<file path="src/rtl/alu_pkg.sv">
// Shared opcode map, status bit positions and FSM state encoding for alu_seq_n.
package alu_pkg;

  localparam int unsigned OPW = 5;
  localparam int unsigned STW = 6;

  localparam logic [OPW-1:0] OP_INC = 5'b00001;
  localparam logic [OPW-1:0] OP_DEC = 5'b00011;
  localparam logic [OPW-1:0] OP_ADD = 5'b00100;
  localparam logic [OPW-1:0] OP_ADC = 5'b00101;
  localparam logic [OPW-1:0] OP_SUB = 5'b00110;
  localparam logic [OPW-1:0] OP_SBB = 5'b00111;
  localparam logic [OPW-1:0] OP_AND = 5'b01000;
  localparam logic [OPW-1:0] OP_OR  = 5'b01001;
  localparam logic [OPW-1:0] OP_XOR = 5'b01010;
  localparam logic [OPW-1:0] OP_NOT = 5'b01011;
  localparam logic [OPW-1:0] OP_SHL = 5'b10000;
  localparam logic [OPW-1:0] OP_SHR = 5'b10001;
  localparam logic [OPW-1:0] OP_SAL = 5'b10010;
  localparam logic [OPW-1:0] OP_SAR = 5'b10011;
  localparam logic [OPW-1:0] OP_ROL = 5'b10100;
  localparam logic [OPW-1:0] OP_ROR = 5'b10101;
  localparam logic [OPW-1:0] OP_RCL = 5'b10110;
  localparam logic [OPW-1:0] OP_RCR = 5'b10111;

  localparam int unsigned ST_C  = 0;
  localparam int unsigned ST_Z  = 1;
  localparam int unsigned ST_S  = 2;
  localparam int unsigned ST_O  = 3;
  localparam int unsigned ST_P  = 4;
  localparam int unsigned ST_AC = 5;

  typedef enum logic [1:0] {IDLE, EXEC, SHIFT, OUT} state_e;

  function automatic logic is_shift(input logic [OPW-1:0] op);
    return op[4:3] == 2'b10;
  endfunction

  // Opcodes whose carry input can come from the feedback flag.
  function automatic logic uses_carry(input logic [OPW-1:0] op);
    return (op == OP_ADC) || (op == OP_SBB) || (op == OP_RCL) || (op == OP_RCR);
  endfunction

  function automatic logic even_par(input logic [7:0] b);
    return ~^b;
  endfunction

endpackage

</file>
<file path="src/rtl/alu_arith_core.sv">
// Combinational arithmetic/logic datapath and flag generation; shift opcodes
// and unused opcodes yield zero result and zero status.
module alu_arith_core
  import alu_pkg::*;
#(
  parameter int unsigned WIDTH = 16
) (
  input  logic [WIDTH-1:0] a_i,
  input  logic [WIDTH-1:0] b_i,
  input  logic [OPW-1:0]   op_i,
  input  logic             cin_i,
  output logic [WIDTH-1:0] result_o,
  output logic [STW-1:0]   status_o
);

  localparam int unsigned XW = WIDTH + 1;

  logic [WIDTH:0]   ax, bx, sum;
  logic [4:0]       nib;
  logic [WIDTH-1:0] r;
  logic             ci, c, o, legal;

  always_comb begin
    ax    = {1'b0, a_i};
    bx    = {1'b0, b_i};
    sum   = '0;
    nib   = '0;
    r     = '0;
    ci    = 1'b0;
    c     = 1'b0;
    o     = 1'b0;
    legal = 1'b1;
    case (op_i)
      OP_INC: begin
        sum = ax + XW'(1);
        nib = {1'b0, a_i[3:0]} + 5'd1;
        r   = sum[WIDTH-1:0];
        o   = ~a_i[WIDTH-1] & r[WIDTH-1];
      end
      OP_DEC: begin
        sum = ax - XW'(1);
        nib = {1'b0, a_i[3:0]} - 5'd1;
        r   = sum[WIDTH-1:0];
        o   = a_i[WIDTH-1] & ~r[WIDTH-1];
      end
      OP_ADD, OP_ADC: begin
        ci  = (op_i == OP_ADC) & cin_i;
        sum = ax + bx + XW'(ci);
        nib = {1'b0, a_i[3:0]} + {1'b0, b_i[3:0]} + 5'(ci);
        r   = sum[WIDTH-1:0];
        c   = sum[WIDTH];
        o   = (a_i[WIDTH-1] == b_i[WIDTH-1]) && (r[WIDTH-1] != a_i[WIDTH-1]);
      end
      OP_SUB, OP_SBB: begin
        ci  = (op_i == OP_SBB) & cin_i;
        sum = ax - bx - XW'(ci);
        nib = {1'b0, a_i[3:0]} - {1'b0, b_i[3:0]} - 5'(ci);
        r   = sum[WIDTH-1:0];
        c   = sum[WIDTH];
        o   = (a_i[WIDTH-1] != b_i[WIDTH-1]) && (r[WIDTH-1] != a_i[WIDTH-1]);
      end
      OP_AND: r = a_i & b_i;
      OP_OR:  r = a_i | b_i;
      OP_XOR: r = a_i ^ b_i;
      OP_NOT: r = ~a_i;
      default: legal = 1'b0;
    endcase
  end

  always_comb begin
    result_o = r;
    status_o = '0;
    if (legal) begin
      status_o[ST_C]  = c;
      status_o[ST_Z]  = (r == '0);
      status_o[ST_S]  = r[WIDTH-1];
      status_o[ST_O]  = o;
      status_o[ST_P]  = even_par(r[7:0]);
      status_o[ST_AC] = nib[4];
    end
  end

endmodule

</file>
<file path="src/rtl/alu_seq_n.sv">
// Registered, handshaked ALU with iterative one-bit-per-cycle shifts/rotates.
// Optional macro ALU_FLAG_FEEDBACK_EN: ADC/SBB/RCL/RCR take carry from the last result.
module alu_seq_n
  import alu_pkg::*;
#(
  parameter int unsigned WIDTH = 16,
  parameter int unsigned CNTW  = $clog2(WIDTH) + 1
) (
  input  logic             clk,
  input  logic             rst_n,
  input  logic             in_valid,
  output logic             in_ready,
  input  logic [WIDTH-1:0] A,
  input  logic [WIDTH-1:0] B,
  input  logic [OPW-1:0]   F,
  input  logic             Cin,
  output logic             out_valid,
  input  logic             out_ready,
  output logic [WIDTH-1:0] Result,
  output logic [STW-1:0]   Status
);

  state_e           state_q;
  logic [WIDTH-1:0] a_q, b_q, result_q;
  logic [OPW-1:0]   op_q;
  logic             c_q, out_valid_q, in_ready_q;
  logic [CNTW-1:0]  cnt_q, cnt_d;
  logic [STW-1:0]   status_q;
  logic [WIDTH-1:0] core_r, shift_d;
  logic [STW-1:0]   core_s;
  logic             shc_d, carry_src;

  function automatic logic [STW-1:0] mk_status(input logic [WIDTH-1:0] r,
                                               input logic c, input logic o);
    logic [STW-1:0] s;
    s        = '0;
    s[ST_C]  = c;
    s[ST_Z]  = (r == '0);
    s[ST_S]  = r[WIDTH-1];
    s[ST_O]  = o;
    s[ST_P]  = even_par(r[7:0]);
    return s;
  endfunction

`ifdef ALU_FLAG_FEEDBACK_EN
  logic cf_q;

  // Carry of the last completed operation, captured at the result handoff.
  always_ff @(posedge clk or negedge rst_n) begin
    if (!rst_n) begin
      cf_q <= 1'b0;
    end else if (state_q == OUT && out_ready) begin
      cf_q <= status_q[ST_C];
    end
  end

  assign carry_src = uses_carry(F) ? cf_q : Cin;
`else
  assign carry_src = Cin;
`endif

  // Oversized counts saturate at WIDTH.
  assign cnt_d = (B[CNTW-1:0] > CNTW'(WIDTH)) ? CNTW'(WIDTH) : B[CNTW-1:0];

  alu_arith_core #(.WIDTH(WIDTH)) u_core (
    .a_i      (a_q),
    .b_i      (b_q),
    .op_i     (op_q),
    .cin_i    (c_q),
    .result_o (core_r),
    .status_o (core_s)
  );

  // One shift/rotate step; RCL/RCR treat c_q as the extra rotate bit.
  always_comb begin
    shift_d = a_q;
    shc_d   = c_q;
    case (op_q)
      OP_SHL, OP_SAL: begin shc_d = a_q[WIDTH-1]; shift_d = {a_q[WIDTH-2:0], 1'b0};       end
      OP_SHR:         begin shc_d = a_q[0];       shift_d = {1'b0, a_q[WIDTH-1:1]};       end
      OP_SAR:         begin shc_d = a_q[0];       shift_d = {a_q[WIDTH-1], a_q[WIDTH-1:1]}; end
      OP_ROL:         begin shc_d = a_q[WIDTH-1]; shift_d = {a_q[WIDTH-2:0], a_q[WIDTH-1]}; end
      OP_ROR:         begin shc_d = a_q[0];       shift_d = {a_q[0], a_q[WIDTH-1:1]};     end
      OP_RCL:         begin shc_d = a_q[WIDTH-1]; shift_d = {a_q[WIDTH-2:0], c_q};        end
      OP_RCR:         begin shc_d = a_q[0];       shift_d = {c_q, a_q[WIDTH-1:1]};        end
      default: ;
    endcase
  end

  always_ff @(posedge clk or negedge rst_n) begin
    if (!rst_n) begin
      state_q     <= IDLE;
      a_q         <= '0;
      b_q         <= '0;
      op_q        <= '0;
      c_q         <= 1'b0;
      cnt_q       <= '0;
      result_q    <= '0;
      status_q    <= '0;
      out_valid_q <= 1'b0;
      in_ready_q  <= 1'b1;
    end else begin
      case (state_q)
        IDLE: begin
          if (in_valid) begin
            a_q        <= A;
            b_q        <= B;
            op_q       <= F;
            c_q        <= carry_src;
            in_ready_q <= 1'b0;
            if (!is_shift(F)) begin
              state_q <= EXEC;
            end else if (cnt_d == '0) begin
              result_q    <= A;
              status_q    <= mk_status(A, carry_src, 1'b0);
              out_valid_q <= 1'b1;
              state_q     <= OUT;
            end else begin
              cnt_q   <= cnt_d;
              state_q <= SHIFT;
            end
          end
        end
        EXEC: begin
          result_q    <= core_r;
          status_q    <= core_s;
          out_valid_q <= 1'b1;
          state_q     <= OUT;
        end
        SHIFT: begin
          a_q   <= shift_d;
          c_q   <= shc_d;
          cnt_q <= cnt_q - CNTW'(1);
          if (cnt_q == CNTW'(1)) begin
            result_q    <= shift_d;
            status_q    <= mk_status(shift_d, shc_d, shift_d[WIDTH-1] ^ a_q[WIDTH-1]);
            out_valid_q <= 1'b1;
            state_q     <= OUT;
          end
        end
        OUT: begin
          if (out_ready) begin
            out_valid_q <= 1'b0;
            in_ready_q  <= 1'b1;
            state_q     <= IDLE;
          end
        end
        default: state_q <= IDLE;
      endcase
    end
  end

  assign in_ready  = in_ready_q;
  assign out_valid = out_valid_q;
  assign Result    = result_q;
  assign Status    = status_q;

endmodule

</file>
<file path="config.mk">
export PLATFORM = sky130hd
export DESIGN_NAME = alu_seq_n
export DESIGN_NICKNAME = d
export VERILOG_FILES = /design/src/rtl/alu_pkg.sv /design/src/rtl/alu_arith_core.sv /design/src/rtl/alu_seq_n.sv
export SDC_FILE = /design/constraint.sdc
export NUM_CORES = 1
export LEC_CHECK = 0
export BUFFER_PORTS_ARGS = -buffer_cell sky130_fd_sc_hd__buf_2
export CAP_MARGIN = 25
export CORE_MARGIN = 2
export CORE_UTILIZATION = 40
export DETAILED_ROUTE_END_ITERATION = 8
export PLACE_DENSITY = 0.6
export SYNTH_ARGS = -nofsm -noshare
export SYNTH_HDL_FRONTEND = slang
export SYNTH_SLANG_ARGS = --single-unit
</file>
<file path="constraint.sdc">
create_clock -name clk -period 8.7 [get_ports clk]
set_input_delay 0.87 -clock clk [delete_from_list [all_inputs] [get_ports clk]]
set_output_delay 0.87 -clock clk [all_outputs]
set_load 0.03 [all_outputs]
</file>
Word level (Yosys, flattened, before mapping)
Cells that the tools add are included.
Widths: inputs -> output; s select.
Operators by class
  $add $sub $neg: 13
  order comparisons: 1
  eq/ne operators: 33
  muxes and demuxes: 42
  bitwise logic cells: 11
  reductions and logical operators: 26
Operators by type and width (number)
  $pmux 16 s8: 1
  $pmux 16 s7: 1
  $mux 16: 5
  $logic_not 16->1: 3
  $pmux 16 s3: 1
  $eq 5x5->1 const B: 8
  $pmux 16 s2: 1
  $mux 6: 5
  $reduce_xnor 8->1: 3
  $eq 5x3->1 const B: 4
  $eq 5x4->1 const B: 4
  $mux 5: 4
  $pmux 5 s4: 1
  $pmux 6 s3: 1
  $add 16x16->17: 1
  $add 17x1->17: 1
  $sub 16x16->17: 1
  $sub 17x1->17: 1
  $add 16x1->16 const B: 1
  $and 16x16->16: 1
  $not 16->16: 1
  $or 16x16->16: 1
  $sub 16x1->16 const B: 1
  $xor 16x16->16: 1
  other kinds (36): 74
Word-level totals
  bits in registers: 69
  output and inout port bits: 24
  logic and storage cells: 136

Logic depth before layout (Yosys ltp)
Gate-level depths: netlist of run 1.
  depth in word-level cells: 8
  mapped depth: 20

Hierarchy
From an unflattened synthesis of run 1, not the netlist that was laid out.
Unflattened totals
  cell total of the unflattened synthesis: 997
  area total of the unflattened synthesis: 8101.5 µm²
Modules (own cells, without submodules)
  alu_seq_n: times used 1, cells each 441, area an instance 4121.5 µm², sequential area each 1727.9 µm²
  alu_arith_core: times used 1, cells each 556, area an instance 3980.1 µm², sequential area each 0.0 µm²

Least setup slack after synthesis of run 1
OpenSTA, ideal clock, no wires.
  kind: register to register
  from: register op_q[0]
  to: register status_q[4] (netlist: Status[4])
  library setup time: 0.125 ns
  data arrival time: 4.346 ns
  path slack: 4.229 ns
  cell stages (with the launch flop): 21
  path buffers: 4
  clock period less this slack: 4.471 ns
  path through: dfrtp_1 buf_2 buf_2 buf_2 clkbuf_1 nand4_1 fa_1 ha_1 a211oi_1 o21ai_0 a21o_1 a21oi_1 xor2_1 mux2i_1 a221oi_1 ha_1 xor2_1 xnor2_1 a221o_1 o21ai_0 a21oi_1
On the way
  word-level cells in the longest chain between the ends: 7
  elaborated cells between the ends (all ways): 34
  those cells by class: add/sub: 2; eq/ne: 18; mux: 6; bitwise: 2; reduce/logical: 6
RTL lines
  start: declaration: RTL line alu_seq_n.sv:25  | logic [OPW-1:0] op_q;
  start signal: assignment: RTL line alu_seq_n.sv:95  | op_q <= '0;
  start signal: assignment: RTL line alu_seq_n.sv:108  | op_q <= F;
  $eq 5x3->1, on equally long branches: RTL line alu_arith_core.sv:33, alu_arith_core.sv:55, alu_arith_core.sv:47
  $and 1x1->1, on equally long branches: RTL line alu_arith_core.sv:55, alu_arith_core.sv:47
  $sub 17x1->17 / $add 17x1->17 (equally long branches): RTL line alu_arith_core.sv:56, alu_arith_core.sv:48
  $pmux 16 s8: RTL line alu_arith_core.sv:33  | case (op_i)
  $reduce_xnor 8->1: RTL line alu_pkg.sv:45  | return ~^b;
  $mux 6: RTL line alu_arith_core.sv:73  | if (legal) begin
  $pmux 6 s3 *: RTL line alu_seq_n.sv:103  | case (state_q)
  end signal: assignment: RTL line alu_seq_n.sv:115  | status_q <= mk_status(A, carry_src, 1'b0);
  end signal: assignment: RTL line alu_seq_n.sv:126  | status_q <= core_s;
  end signal: assignment: RTL line alu_seq_n.sv:136  | status_q <= mk_status(shift_d, shc_d, shift_d[WIDTH-1] ^ a_q[WIDTH-1]);
  end: declaration: RTL line alu_seq_n.sv:28  | logic [STW-1:0] status_q;
Every way passes the cells marked *; elsewhere a longest branch is shown, timed or not. The select of a mux whose other input is x is not followed.
A chain may end at the register's enable or synchronous reset.

Worst setup path in the final report of run 1
  from: register op_q[3]
  to: register status_q[1] (netlist: Status[1])
On the way
  word-level cells in the longest chain between the ends: 7
  elaborated cells between the ends (all ways): 34
  those cells by class: add/sub: 2; eq/ne: 18; mux: 6; bitwise: 2; reduce/logical: 6
RTL lines
  $eq 5x3->1, on equally long branches: RTL line alu_arith_core.sv:33, alu_arith_core.sv:55, alu_arith_core.sv:47
  $and 1x1->1, on equally long branches: RTL line alu_arith_core.sv:55, alu_arith_core.sv:47
  $sub 17x1->17 / $add 17x1->17 (equally long branches): RTL line alu_arith_core.sv:56, alu_arith_core.sv:48
  $pmux 16 s8: RTL line alu_arith_core.sv:33
  $logic_not 16->1: RTL line alu_arith_core.sv:75  | status_o[ST_Z] = (r == '0);
  $mux 6: RTL line alu_arith_core.sv:73
  $pmux 6 s3 *: RTL line alu_seq_n.sv:103
Marks and branches as above.

==> run_results.csv, run 1 <==
group,metric,value,unit
clock_network,cts.sinks,69,
global_routing,global_route.overflow_total,0,
timing,tightest_slew,1.03,ns
drt,final_routed_drc_violation_total,0,
global_routing,grt_pass1_wl,41500,um
timing,finalMaxSlewViolations,0,
yosys,synth-seq-area-share,21.6,%
drt,route.final.wire_length,26200,um
floorplan,ioPinCount,66,
cells_and_area,n_antenna_cell,0,
clock_network,ctsRootBufferMaster,"sky130_fd_sc_hd__clkbuf_16",
cells_and_area,register_area,1730,um^2
timing,finalSetupViolations,0,
clock_network,cts_buffers,9,
min_path,min_path_type,"input port to async pin",
place,numPlacedInstances,1274,
cells_and_area,final_net_count,1158,
floorplan,dieWidth,145,um
timing,maxClockFrequency,204,MHz
yosys,predominant_post_synthesis_flop_cell,"sky130_fd_sc_hd__dfrtp_1",
timing,fin_skew,0.0158,ns
drt,drt_pass1_iterations,5,
critical_path,worst_setup_path_end_kind,"flip-flop",
clock_network,cts_max_path_buffers,2,
global_routing,grt_start_max_net_pins,70,
clock_network,cts.repair_timing.setup_buffer_count,0,
critical_path,timing.critical_path.from_type,"flip-flop",
drt,wl_per_cell,20.2,um
critical_path,timing.setup.critical_path_class,"flip-flop to flip-flop",
cells_and_area,drive_gt1_share,14.2,%
timing,final-hold-violation-count,0,
yosys,syn_area,7980,um^2
clock_network,clkSlewWorstSetupHoldPaths,0.08,ns
yosys,netlist.area_leader.share,21.3,%
yosys,synth_fp_nets,1138,
place,dp_hpwl,19400,um
global_routing,grt_use_total,24.8,%
timing,tns,0,ns
floorplan,core-area,19500,um^2
drt,antenna_left,0,
cells_and_area,syn2layout_area_growth,10.1,%
yosys,yosys.cell_types.count,78,
floorplan,design.die.area,21100,um^2
run_status,status,"complete, no violations",
critical_path,crit_path_max_fanout,15,
drt,mean_number_of_vias_per_cell,6.00,
global_routing,grt_antenna_before_repair,0,
clock_network,number_of_buffers_inserted_for_hold_repair_after_clock_tree_synthesis,0,
yosys,postSynthRegisterBits,69,
floorplan,initial_core_util,40.9,%
timing,period_share,56.2,%
yosys,ys_top_cells_by_area,"sky130_fd_sc_hd__dfrtp_1 21%, sky130_fd_sc_hd__ha_1 14%, sky130_fd_sc_hd__a21oi_1 4.8%, sky130_fd_sc_hd__nor2_1 4.7%, sky130_fd_sc_hd__mux2i_1 4.3%",
cells_and_area,fillerInstances,2007,
cells_and_area,multiInputGateArea,5690,um^2
place,postPlaceCellArea,8420,um^2
timing,post_route_minimum_period,4.89,ns
floorplan,chipHeight,145,um
critical_path,timing.critical_path.arrival,5.17,ns
critical_path,worst-endpoint-required,8.97,ns
cells_and_area,finalInstanceArea,8790,um^2
timing,grt_setup_unrepaired,"no",
yosys,synth_enable_flop_cells,0,
yosys,avgSynthCellArea,7.95,um^2
timing,max_slew_margin,31.4,%
drt,routed-via-count,7765,
global_routing,via_count_of_the_first_global_routing_pass,7300,
timing,fin_worst_hold_slack,0.320,ns
clock_network,worstSkewPairLatency,0.36,ns
clock_network,cts_resized,0,
yosys,synth_top_area_cell,"sky130_fd_sc_hd__dfrtp_1",
place,gp_congestion,0.962,
place,io_buffer_count,65,
clock_network,tritoncts,"yes",
clock_network,cts-htree-levels,3,
floorplan,number_of_core_rows,51,
yosys,synth_async_sr_flop_share,100,%
cells_and_area,non_filler_cells_in_the_finished_layout,1294,
yosys,syn-instance-count,1004,
flow_run,max-cap-violations,0,
drt,drt_iter0_markers,664,
yosys,synth.yosys.warnings,0,
critical path, stage by stage (launching register included):
cell and delay [ns]:
sky130_fd_sc_hd__dfrtp_1 0.56, sky130_fd_sc_hd__nor3b_1 0.27, sky130_fd_sc_hd__buf_4 0.22, sky130_fd_sc_hd__nand4_1 0.13, sky130_fd_sc_hd__fa_1 0.41, sky130_fd_sc_hd__ha_1 0.30
sky130_fd_sc_hd__a211oi_1 0.35, sky130_fd_sc_hd__o21ai_0 0.25, sky130_fd_sc_hd__a21o_1 0.23, sky130_fd_sc_hd__a21oi_1 0.18, sky130_fd_sc_hd__xor2_1 0.16, sky130_fd_sc_hd__mux2i_1 0.09
sky130_fd_sc_hd__a221oi_1 0.50, sky130_fd_sc_hd__ha_1 0.24, sky130_fd_sc_hd__and4_1 0.19, sky130_fd_sc_hd__nand3_1 0.10, sky130_fd_sc_hd__nor4_1 0.30, sky130_fd_sc_hd__nand4_1 0.16
sky130_fd_sc_hd__o21ai_1 0.17
kinds of logic after synthesis:
family | share of synthesized area, %
AOI/OAI and AO/OA | 24.2
xor gates and xnor gates | 4.28
adders and majority gates | 14.8
buffers and inverters | 7.24
DFF | 21.6
muxes | 8.21
and+or+nand+nor | 19.7
per-stage QoR:
| step | util, % | worst slack, ns |
|---|---|---|
| 3_5_place_dp | 43.1 | 3.94 |
| 3_3_place_gp | 43.1 | 4.03 |
| 4_1_cts | 44.6 | 3.90 |
| 2_1_floorplan | - | 4.23 |
| 5_1_grt | 45.0 | 3.59 |
| 6_report | 45.0 | 3.81 |
registers in the layout, indices dropped and copies added (netlist names):
signal / cells
Result: 16
a_q: 16
b_q: 16
Status: 6
cnt_q: 5
op_q: 5
state_q: 2
c_q: 1
in_ready: 1
out_valid: 1
synthesized netlist by cell type, types with 5 or more instances:
library cell                n
sky130_fd_sc_hd__mux2i_1   34
sky130_fd_sc_hd__a21o_1    13
sky130_fd_sc_hd__clkbuf_1  36
sky130_fd_sc_hd__a31oi_1    8
sky130_fd_sc_hd__a21oi_1   77
sky130_fd_sc_hd__a211oi_1  21
sky130_fd_sc_hd__nor4_1    14
sky130_fd_sc_hd__o221a_2    8
sky130_fd_sc_hd__nor2b_1    9
sky130_fd_sc_hd__mux2_2    24
sky130_fd_sc_hd__nor3_1    15
sky130_fd_sc_hd__nor4b_1    5
sky130_fd_sc_hd__xnor2_1   25
sky130_fd_sc_hd__o22ai_1   17
sky130_fd_sc_hd__o211ai_1   9
sky130_fd_sc_hd__xor2_1    14
sky130_fd_sc_hd__buf_1      6
sky130_fd_sc_hd__and3_1     7
sky130_fd_sc_hd__nand2_1   72
sky130_fd_sc_hd__ha_1      88
sky130_fd_sc_hd__nor3b_1    9
sky130_fd_sc_hd__o221ai_1   6
sky130_fd_sc_hd__buf_2     24
sky130_fd_sc_hd__o21ai_0   61
sky130_fd_sc_hd__and2_1     6
sky130_fd_sc_hd__dfrtp_1   68
sky130_fd_sc_hd__o21ai_1    5
sky130_fd_sc_hd__nand4_1   10
sky130_fd_sc_hd__a221oi_1   8
sky130_fd_sc_hd__nand2b_1  17
sky130_fd_sc_hd__inv_1     72
sky130_fd_sc_hd__nor2_1    99
sky130_fd_sc_hd__a221o_1    5
sky130_fd_sc_hd__or4_1      5
sky130_fd_sc_hd__nand3_1   20
routing by layer:
metal | vias up | share of wire (%) | track usage, %
met3 | 57 | 5.1 | 3.96
met4 | 0 | 3.2 | 8.87
met2 | 274 | 46 | 39.8
met5 | - | 0 | 0
met1 | 3735 | 46 | 33.8
li1 | 3699 | - | -
cell type report:
cell class                 count  area share (%)
sequential                    69            19.7
clock inverter                 6           0.811
clock buffer                  10            2.60
inverter                      73            3.12
timing repair buffer          78            5.38
multi-input combinational    793            64.7
tap                          265            3.77
cell usage in the layout, fill, tap and decap left out, types with 5 or more instances in the layout:
cell type,count
sky130_fd_sc_hd__dfrtp_1,67
sky130_fd_sc_hd__clkbuf_16,9
sky130_fd_sc_hd__buf_4,11
sky130_fd_sc_hd__mux2_2,24
sky130_fd_sc_hd__a21oi_1,76
sky130_fd_sc_hd__nand3_1,20
sky130_fd_sc_hd__nor3b_1,9
sky130_fd_sc_hd__nor4b_1,5
sky130_fd_sc_hd__o211ai_1,9
sky130_fd_sc_hd__a221o_1,5
sky130_fd_sc_hd__a221oi_1,8
sky130_fd_sc_hd__xor2_1,14
sky130_fd_sc_hd__nor3_1,15
sky130_fd_sc_hd__o22ai_1,17
sky130_fd_sc_hd__o221ai_1,6
sky130_fd_sc_hd__nand2b_1,17
sky130_fd_sc_hd__xnor2_1,25
sky130_fd_sc_hd__inv_1,72
sky130_fd_sc_hd__o221a_2,8
sky130_fd_sc_hd__o21ai_0,61
sky130_fd_sc_hd__ha_1,88
sky130_fd_sc_hd__nor2_1,99
sky130_fd_sc_hd__nor2b_1,9
sky130_fd_sc_hd__nand2_1,72
sky130_fd_sc_hd__a21o_1,13
sky130_fd_sc_hd__and3_1,7
sky130_fd_sc_hd__a211oi_1,21
sky130_fd_sc_hd__a31oi_1,8
sky130_fd_sc_hd__mux2i_1,34
sky130_fd_sc_hd__buf_2,64
sky130_fd_sc_hd__or4_1,5
sky130_fd_sc_hd__and2_1,6
sky130_fd_sc_hd__nor4_1,14
sky130_fd_sc_hd__nand4_1,10
worst paths after layout:
kind | start | to | slack [ns] | cells after the start
setup / recovery | op_q[3] | Status[1] | 3.81 | 18
hold / removal | rst_n | b_q[10] | 0.32 | 1
setup reg to reg | op_q[3] | Status[1] | 3.81 | 18
hold reg to reg | Result[13] | Result[13] | 0.48 | 2
max in group asynchronous | rst_n | in_ready | 7.76 | 2
min in group clk | Result[13] | Result[13] | 0.48 | 2
Power of run 1 is not shown: default switching activity piles up to over one toggle a cycle in this logic, so the estimate is an artifact.
==> run 2: changes to the inputs <==
--- a/config.mk
+++ b/config.mk
@@ -10,7 +10,7 @@
 export CORE_MARGIN = 2
 export CORE_UTILIZATION = 40
 export DETAILED_ROUTE_END_ITERATION = 8
-export PLACE_DENSITY = 0.6
+export PLACE_DENSITY = 0.62
 export SYNTH_ARGS = -nofsm -noshare
 export SYNTH_HDL_FRONTEND = slang
 export SYNTH_SLANG_ARGS = --single-unit
==> constraint.sdc (replaced) <==
create_clock -name clk -period 4.05 [get_ports clk]
set_input_delay 0.405 -clock clk [delete_from_list [all_inputs] [get_ports clk]]
set_output_delay 0.405 -clock clk [all_outputs]
set_load 0.03 [all_outputs]
==> run 2 against run 1 <==
Compared with the run above:
- critical path depth fell by 1
- core utilization rose by 2.2 points
- count of clock-buffer cells in the layout did not move
- die area did not move
- largest cell class unchanged
- critical path type unchanged
- hold slack got worse by 0.043 ns
- fmax rose by 26%
- first-iteration DRC count rose by 17%
- worst setup slack got worse by 3.6 ns
- cell area rose by 4.9%
==> run_results.csv, run 2 (same netlist as run 1, synthesis figures left out) <==
group,metric,value,unit
timing,tns,0,ns
cells_and_area,final_net_count,1204,
place,gp_congestion,0.949,
cells_and_area,syn2layout_area_growth,15.5,%
global_routing,grt_start_max_net_pins,70,
drt,route.met2.wl,12400,um
clock_network,cts_buffers,9,
timing,final-hold-violation-count,0,
timing,timing.final.ws_setup,0.169,ns
place,detailedPlace.worstSlack,-0.0851,ns
critical_path,critical_path.most_common_cell,"sky130_fd_sc_hd__xor2_1",
drt,final_routed_drc_violation_total,0,
timing,tightest_slew,1.10,ns
critical_path,timing.critical_path.from_type,"flip-flop",
place,io_buffer_count,65,
timing,max_slew_margin,25.0,%
drt,route.final.wire_length,26400,um
clock_network,clkSlewWorstSetupHoldPaths,0.07,ns
clock_network,cts-htree-levels,3,
drt,routed-via-count,7964,
clock_network,tritoncts,"yes",
cells_and_area,drive_gt1_share,18.9,%
clock_network,ctsRootBufferMaster,"sky130_fd_sc_hd__clkbuf_16",
flow_run,max-cap-violations,0,
cells_and_area,layout_common_cells,"99 x sky130_fd_sc_hd__nor2_1, 87 x sky130_fd_sc_hd__ha_1, 73 x sky130_fd_sc_hd__a21oi_1, 72 x sky130_fd_sc_hd__inv_1, 72 x sky130_fd_sc_hd__nand2_1",
critical_path,timing.critical_path.arrival,4.09,ns
critical_path,worstPathCellList,"nor3b_2, nand4_1, fa_2, ha_4, a211oi_4, o21ai_2, a21o_1, a21oi_2, xor2_1, mux2i_1, a221oi_2, ha_1, xor2_1, xnor2_1, a221o_1, o21ai_0, a21oi_1",
place,numPlacedInstances,1317,
place,dp_hpwl,19900,um
global_routing,grt_use_total,24.7,%
drt,mean_number_of_vias_per_cell,5.94,
drt,top_signal_layer_used,"met5",
global_routing,grt_pass1_wl,41700,um
drt,wl_per_cell,19.7,um
clock_network,worstSkewPairLatency,0.35,ns
floorplan,core-area,19500,um^2
cells_and_area,n_antenna_cell,0,
global_routing,global_route.overflow_total,0,
drt,wl_met1,11500,um
place,postPlaceCellArea,8770,um^2
floorplan,initial_core_util,40.9,%
global_routing,grt_antenna_before_repair,1,
critical_path,crit_slowest_cell,"sky130_fd_sc_hd__fa_2",
floorplan,number_of_core_rows,51,
critical_path,crit_path_max_fanout,2,
floorplan,ioPinCount,66,
min_path,min_path_type,"input port to flip-flop",
floorplan,design.die.area,21100,um^2
timing,post_route_minimum_period,3.88,ns
clock_network,cts_max_path_buffers,2,
drt,met3_wirelength,1690,um
critical_path,timing.setup.critical_path_class,"flip-flop to flip-flop",
drt,drt_iter0_markers,774,
clock_network,cts.sinks,69,
global_routing,via_count_of_the_first_global_routing_pass,7562,
floorplan,dieWidth,145,um
cells_and_area,non_filler_cells_in_the_finished_layout,1340,
drt,antenna_left,0,
timing,fin_skew,0.00802,ns
timing,finalMaxSlewViolations,0,
critical_path,worst-endpoint-required,4.26,ns
cells_and_area,most_frequent_standard_cell_in_the_layout_excluding_fill_and_tap_cells,"sky130_fd_sc_hd__nor2_1",
critical_path,worst_setup_path_end_kind,"flip-flop",
critical_path,slowest_delay,0.45,ns
run_status,status,"complete, no violations",
timing,maxClockFrequency,258,MHz
drt,drt_pass1_iterations,6,
cells_and_area,fillerInstances,1996,
timing,finalSetupViolations,0,
cells_and_area,finalInstanceArea,9230,um^2
floorplan,chipHeight,145,um
timing,period_share,95.8,%
-- run 2: path summary, 6_finish.rpt --
check / start / to / slack, ns / cells past startpoint
max reg2reg: op_q[4] / Status[4] / 0.17 / 17
min reg2reg: Result[12] / Result[12] / 0.47 / 2
min: B[12] / b_q[12] / 0.28 / 2
max in group asynchronous: rst_n / in_ready / 3.06 / 3
min in group asynchronous: rst_n / b_q[10] / 0.41 / 2
max: op_q[4] / Status[4] / 0.17 / 17
-- run 2: worst max-delay path, delay by kind of cell (launching register included) --
kind                       cells  cell delay, ns
adders and majority gates      3            0.99
xor gates and xnor gates       3            0.43
DFF                            1            0.39
and+or+nand+nor                2            0.37
muxes                          1            0.10
AOI/OAI and AO/OA              8            1.45
-- run 2: per-layer routing --
metal	track usage [%]	up-vias
li1	-	3790
met1	32.9	3787
met2	40.6	325
met3	3.36	60
met4	9.51	2
met5	0	-
-- run 2: timing repair --
action	4_1_cts	5_1_grt
setup buffers	2	2
endpoints found under the hold margin	0	6
pin swaps	2	9
hold buffers	0	1
resized for setup	3	8
setup endpoints to repair	2	2
-- run 2: layout make-up --
type,count,area [um^2],share of cell area (%)
clock inverter,6,68.8,0.746
sequential,69,1730,18.7
timing repair buffer,124,833,9.03
tap,265,332,3.59
clock buffer,10,239,2.59
inverter,73,274,2.97
multi-input combinational,793,5750,62.3
-- run 2: metrics by stage --
stage / hold slack (ns) / utilization [%]
6_report: 0.277 / 47.2
3_5_place_dp: 0.468 / 44.9
3_3_place_gp: 0.460 / 44.8
4_1_cts: 0.215 / 46.6
2_1_floorplan: 0.109 / -
5_1_grt: 0.277 / 47.2
Power of run 2 is left out for the same reason.
